**src/rtl/bb_byte_feeder.sv**
```systemverilog
// bb_byte_feeder
// ---------------
// Byte source for the DVB-S2 8PSK modulator. Host payload bytes are buffered
// in a small FIFO. On every single-cycle next_data request the block presents
// exactly one new byte on `data`:
//   - the sync byte at frame position 0,
//   - otherwise the FIFO head, if the FIFO holds a byte,
//   - otherwise a pad byte, which is counted in underflow_cnt.
// Because of the pad byte the modulator never stalls.
//
// Ports
//   clk            single clock (same clock as the modulator top)
//   rst            synchronous, active-high reset
//   s_data/s_valid host payload byte and its valid flag
//   s_ready        FIFO can accept a byte (!full)
//   next_data      one-cycle request: consume the presented byte
//   frame_sync     one-cycle request: realign to frame position 0
//   data           presented byte, registered, stable between advances
//   sof            high while `data` is the sync byte (position 0)
//   level          FIFO occupancy, 0..DEPTH
//   underflow_cnt  number of pad bytes issued, saturating
module bb_byte_feeder #(
  parameter int          DEPTH       = 16,
  parameter int          FRAME_BYTES = 8100,
  parameter logic [7:0]  SYNC_BYTE   = 8'hB8,
  parameter logic [7:0]  PAD_BYTE    = 8'h00
) (
  input  logic                       clk,
  input  logic                       rst,
  input  logic [7:0]                 s_data,
  input  logic                       s_valid,
  output logic                       s_ready,
  input  logic                       next_data,
  input  logic                       frame_sync,
  output logic [7:0]                 data,
  output logic                       sof,
  output logic [$clog2(DEPTH):0]     level,
  output logic [15:0]                underflow_cnt
);

  localparam int          AW       = $clog2(DEPTH);
  localparam int          PW       = AW + 1;
  localparam logic [15:0] LAST_POS = 16'(FRAME_BYTES - 1);

  // FIFO storage. It has no reset, so it can map onto plain memory.
  logic [7:0]    mem [DEPTH];

  logic [PW-1:0] wptr_reg, wptr_next;
  logic [PW-1:0] rptr_reg, rptr_next;
  logic [15:0]   pos_reg, pos_next;
  logic [7:0]    data_reg, data_next;
  logic          sof_reg, sof_next;
  logic [15:0]   ucnt_reg, ucnt_next;

  logic          full;
  logic          empty;
  logic          push;
  logic          pop;
  logic [15:0]   pos_adv;

  // The pointers carry one extra wrap bit.
  // When the wrap bits differ and the address bits match, the FIFO has lapped
  // itself, so it is full.
  assign full  = (wptr_reg[PW-1] != rptr_reg[PW-1]) &&
                 (wptr_reg[AW-1:0] == rptr_reg[AW-1:0]);
  assign empty = (wptr_reg == rptr_reg);

  // s_ready comes only from registered pointers.
  // Therefore a pop in the same cycle cannot make room for a push at full.
  assign push  = s_valid && !full;

  // Frame position that the next advance would move to.
  assign pos_adv = (pos_reg == LAST_POS) ? 16'd0 : pos_reg + 16'd1;

  always_comb begin
    pos_next  = pos_reg;
    data_next = data_reg;
    ucnt_next = ucnt_reg;
    pop       = 1'b0;

    if (frame_sync) begin
      // A realignment wins over a coincident next_data request.
      // That request is dropped: no pop and no pad count.
      pos_next  = 16'd0;
      data_next = SYNC_BYTE;
    end else if (next_data) begin
      pos_next = pos_adv;
      if (pos_adv == 16'd0) begin
        data_next = SYNC_BYTE;
      end else if (!empty) begin
        // empty uses the pointers from before this cycle's push.
        // So a byte written in this cycle is never bypassed to the output.
        data_next = mem[rptr_reg[AW-1:0]];
        pop       = 1'b1;
      end else begin
        data_next = PAD_BYTE;
        if (ucnt_reg != 16'hFFFF) begin
          ucnt_next = ucnt_reg + 16'd1;
        end
      end
    end

    sof_next  = (pos_next == 16'd0);
    wptr_next = wptr_reg + PW'(push);
    rptr_next = rptr_reg + PW'(pop);
  end

  always_ff @(posedge clk) begin
    if (rst) begin
      wptr_reg <= '0;
      rptr_reg <= '0;
      pos_reg  <= 16'd0;
      data_reg <= SYNC_BYTE;
      sof_reg  <= 1'b1;
      ucnt_reg <= 16'd0;
    end else begin
      wptr_reg <= wptr_next;
      rptr_reg <= rptr_next;
      pos_reg  <= pos_next;
      data_reg <= data_next;
      sof_reg  <= sof_next;
      ucnt_reg <= ucnt_next;
    end
  end

  // Memory write port.
  // It is gated by rst so that a push in the reset cycle leaves no trace.
  always_ff @(posedge clk) begin
    if (push && !rst) begin
      mem[wptr_reg[AW-1:0]] <= s_data;
    end
  end

  assign s_ready       = !full;
  assign data          = data_reg;
  assign sof           = sof_reg;
  assign level         = wptr_reg - rptr_reg;
  assign underflow_cnt = ucnt_reg;

endmodule

```
**config.mk**
```make
export PLATFORM = sky130hd
export DESIGN_NAME = bb_byte_feeder
export DESIGN_NICKNAME = d
export VERILOG_FILES = /design/src/rtl/bb_byte_feeder.sv
export SDC_FILE = /design/constraint.sdc
export NUM_CORES = 1
export LEC_CHECK = 0
export CAP_MARGIN = 40
export CORE_MARGIN = 2
export CORE_UTILIZATION = 54
export CTS_CLUSTER_SIZE = 28
export DETAILED_ROUTE_END_ITERATION = 8
export HOLD_SLACK_MARGIN = 0.15
export PLACE_DENSITY = 0.87
export REMOVE_ABC_BUFFERS = 1
export SLEW_MARGIN = 10
export SYNTH_ARGS = -nofsm -noshare
export SYNTH_HDL_FRONTEND = slang
export SYNTH_SLANG_ARGS = --single-unit
```
**constraint.sdc**
```tcl
create_clock -name clk -period 3.5 [get_ports clk]
set_clock_uncertainty 0.15 [all_clocks]
set_input_delay 0.7 -clock clk [delete_from_list [all_inputs] [get_ports clk]]
set_output_delay 0.7 -clock clk [all_outputs]
set_load 0.02 [all_outputs]
```
After elaboration in Yosys (flattened, before gate mapping)
Memories as Yosys holds them, arrays and structs flattened. A register that Yosys moved wholly into a read port is not among the register bits.
Cells that the tools add are included.
{ "op_classes": {"add_sub_neg": 5, "n_eq_ne": 5, "n_mux": 12, "bitwise_logic": 2, "n_reduce_logical": 9} }
{ "op_table": {"columns": ["op", "count"], "rows": [
  ["16-bit 2-to-1 mux", 3],
  ["16-bit by 1-bit adder with 16-bit output (second input constant)", 2],
  ["16-bit zero test", 2],
  ["16-bit by 13-bit equality test with 1-bit output (second input constant)", 1],
  ["8-bit 2-to-1 mux", 2],
  ["16-bit != test (second input constant)", 1],
  ["5-bit by 1-bit adder with 5-bit output", 2],
  ["1-bit 2-to-1 mux", 6],
  ["5-bit equality test", 1],
  ["5-bit AND reduction", 1],
  ["5-bit subtractor", 1],
  ["4-bit equality test", 1],
  ["4-bit 2-to-1 mux", 1],
  ["1-bit logical AND", 3],
  ["1-bit zero test", 2],
  ["1-bit NOT", 2],
  ["2-bit OR reduction", 1],
  ["1-bit != test", 1]
]} }
{ "word_totals": {"ff_bits": 51, "ram_bits": 128, "in_bits": 13, "output_inout_bits": 31, "wordCells": 40, "memories": 1} }
{ "memory_table": {"columns": ["memory", "depth", "width", "rd", "rd_ports_with_merged_regs", "write_ports", "line_no", "rtl"], "rows": [
  ["mem", 16, 8, 1, 1, 1, "46", "logic [7:0] mem [DEPTH];"]
]} }

Longest topological paths before layout
{ "depth": {"depth_word": 8, "depth_mapped": 13, "ltp_nobuf": 13} }

Worst setup path after synthesis
No wires, ideal clock.
{ "synth_timing": {"path_type": "register to register", "start": "register rptr_reg[1]", "end": "memory mem[0][0], enable pin", "setup_ns": 0.383, "arrival_ns": 2.825, "required_ns": 2.967, "setup_slack_ns": 0.142, "path_stages_with_launch": 10, "path_buffers": 2, "synth_period_minus_slack_ns": 3.358, "cell_sequence": "dfxtp_1 > clkbuf_1 > clkbuf_1 > inv_1 > ha_1 > and4_1 > nand2_1 > nand2_1 > or4_1 > nor3_1"} }
{ "synth_between": {"elab_chain_len": 7} }
{ "synth_rtl": {"columns": ["item", "line_no", "rtl"], "rows": [
  ["from (decl)", "49", "logic [PW-1:0] rptr_reg, rptr_next;"],
  ["from (signal assigned)", "118", "rptr_reg <= rptr_next;"],
  ["4-bit equality test", "65", "(wptr_reg[AW-1:0] == rptr_reg[AW-1:0]);"],
  ["1-bit logical AND", "64", "assign full = (wptr_reg[PW-1] != rptr_reg[PW-1]) &&"],
  ["1-bit zero test", null, null],
  ["named net s_ready", "32", "output logic s_ready,"],
  ["1-bit logical AND", "70", "assign push = s_valid && !full;"],
  ["1-bit logical AND", "129", "if (push && !rst) begin"],
  ["1-bit 2-to-1 mux", "129", null],
  ["1-bit 2-to-1 mux (implied by the code)", "130", "mem[wptr_reg[AW-1:0]] <= s_data;"],
  ["to (decl)", "46", null]
]} }
The timed path passes the listed nets, and every way through them passes these cells.

Worst setup path after layout
{ "layout_timing": {"start": "register wptr_reg[0]", "end": "output level[2]"} }
{ "layout_between": {"elab_chain_len": 1} }
{ "layout_rtl": {"columns": ["item", "line_no", "rtl"], "rows": [
  ["from (decl)", "48", "logic [PW-1:0] wptr_reg, wptr_next;"],
  ["from (signal assigned)", "117", "wptr_reg <= wptr_next;"],
  ["5-bit subtractor", "137", "assign level = wptr_reg - rptr_reg;"],
  ["to (decl)", "37", "output logic [$clog2(DEPTH):0] level,"]
]} }
No other way between the ends.

==> qor.yml <==
post_cts_buffers: 0
synth_area_sq_um: 8170
cts_hold_buf: 0
fin_hold_ws_ps: 345
drt-vias-per-instance: 6.21
synth_top_area_share_pct: 47.1
clkLatencyLatePin_ps: 430
tritoncts: "yes"
diodes: 0
switching_share_pct: 23.6
route.detailed.drc: 0
tightest_slew_ps: 905
grt_start_max_net_pins: 48
setup_viol: 0
num_rows: 44
pwr-share-seq_pct: 52.3
grt_pass1_vias: 5301
num-nets-final: 688
core_sq_um: 14600
fin_crit_sh_pct: 93.6
portBuffers: 43
drt-wirelength-per-cell_um: 21.1
min_path_type: "flop to flop"
pwr-share-comb_pct: 7.4
grt_use_total_pct: 23.5
first_pass_iters: 6
initial_core_util_pct: 55.8
io_pins: 44
yosysWarnings: 0
clock-root-buffer: "clkbuf_16"
startpoint_type: "flop"
finalHoldViolCount: 0
hpwlAfterDp_mm: 12.0
cp-end-kind: "primary output"
postRouteAntennaNets: 0
routed_wl_mm: 18.2
place_ws_ps: 296
grt.overflow.total: 0
clock_sinks: 179
synth_enable_flop_cells: 128
grt_setup_unrepaired: "false"
synth_area_leaders: "edfxtp_1, dfxtp_1, mux4_2"
total_power_uw: 4410
ys_top_cells_by_count: "edfxtp_1, nor2_1, dfxtp_1"
maxCapViolCount: 0
die_h_um: 127
drt_iter0_markers: 550
path_clk_slew_ps: 70
internal_power_uw: 3370
yosysSeqAreaShare_pct: 59.6
power_per_cell_area_nw_per_um2: 467
synthArstFlopShare_pct: 0
relSlewSlack_pct: 38.9
power.switching_uw: 1040
setup_ws_ps: 224
synth_most_common_cell: "edfxtp_1"
vias: 5344
die_area_sq_um: 16100
antenna_found_initial: 0
cts-buffers-inserted: 17
ys_ff_latch: 179
synth_area_per_cell_sq_um: 13.5
timing_worst_setup_path_type: "flop to primary output"
globalplace.congestion: 0.973
peakVddDrop_uv: 422
fin_crit_ps: 3280
htreeDepth: 4
die-width_um: 127
area_growth_syn_to_layout_pct: 15.6
ys_types: 66
power.share.clock_pct: 40.2
largest_reg_flops: 128
synth_top_cell_by_area: "edfxtp_1"
slew_viol_final: 0
clockBufferDepth: 2
grt_pass1_wl_mm: 29.0
cp.arrival_ps: 2430
p_leak_uw: 0.00320
critPathRequiredTime_ps: 2650
yosys_most_used_dff: "edfxtp_1"
layout-drive-gt1-share_pct: 19.8
cp_max_fo: 8
max_freq_mhz: 305
synthCells: 607
status: "complete, no violations"
==> logic make-up after synthesis <==
group	after synthesis	share of synthesized area (%)
xor+xnor	20	2.15
mux	55	13.1
compound gates	72	6.22
buf+inv	54	2.99
fa+ha+maj	11	1.78
flops	179	59.6
simple gates	216	14.2
==> what timing repair did <==
item,4_1_cts,5_1_grt
hold endpoints to repair,0,0
setup endpoints to repair,1,2
resized for setup,1,4
==> area by class of cell <==
type                            instances  area (sq um)
Fill cell                            1035          5200
Sequential cell                       179          4870
Multi-Input combinational cell        374          3060
Timing Repair Buffer                   76           672
Clock buffer                           18           429
Tap cell                              184           230
Clock inverter                         14           120
Inverter                               16          60.1
==> critical path, cell delays in order (launching register included) <==
cell	delay (ps)
dfxtp_1	470
inv_1	110
ha_1	240
fa_1	400
xnor2_1	160
clkdlybuf4s50_1	620
==> cells in the final DEF, fill, tap and decap left out, drive strengths merged, types with 7 or more instances in the layout <==
cell type / n
nor3: 14
and3: 12
clkdlybuf4s50: 41
dfxtp: 51
clkbuf: 18
nand4: 24
a21oi: 21
nand3: 30
mux2: 13
xor2: 13
o21ai: 18
xnor2: 7
mux4: 40
nand2: 25
buf: 34
nor2: 59
edfxtp: 128
ha: 10
inv: 22
nor2b: 20
==> power by group through the flow <==
stage                     Combinational (uW)  Sequential, uW  Clock [uW]
final                                    327            2310        1770
after global routing                     354            2310        1880
after CTS                                329            2310        1790
after detailed placement                 324            2350           0
after global placement                   311            2350           0
after floorplan                          159            2370           0
==> stage by stage <==
stage                     utilization, %  instance area (sq um)  TNS (ps)  cells
after floorplan                        -                   7980    -33700    569
after global placement              60.7                   8890         0    829
after detailed placement            60.7                   8890         0    829
after CTS                           64.4                   9430         0    861
after global routing                64.5                   9440         0    861
final                               64.5                   9440         0    861
==> path summary, 6_finish.rpt <==
kind                                   from  depth (start not counted)     endpoint  slack, ps
worst max-delay path            wptr_reg[0]                          5     level[2]        220
worst min-delay path                data[0]                          2      data[0]        340
worst max register to register   pos_reg[3]                         12  rptr_reg[4]        330
worst min register to register      data[0]                          2      data[0]        340
==> layer usage <==
metal / part of all wire, % / vias up / global-route usage, %
met1: 41 / 2661 / 30.3
met5: 0 / - / 0
met2: 52 / 211 / 40.5
met3: 5.5 / 27 / 4.51
met4: 1.7 / 0 / 7.82
li1: - / 2445 / -
(Power assumes the default switching activity.)
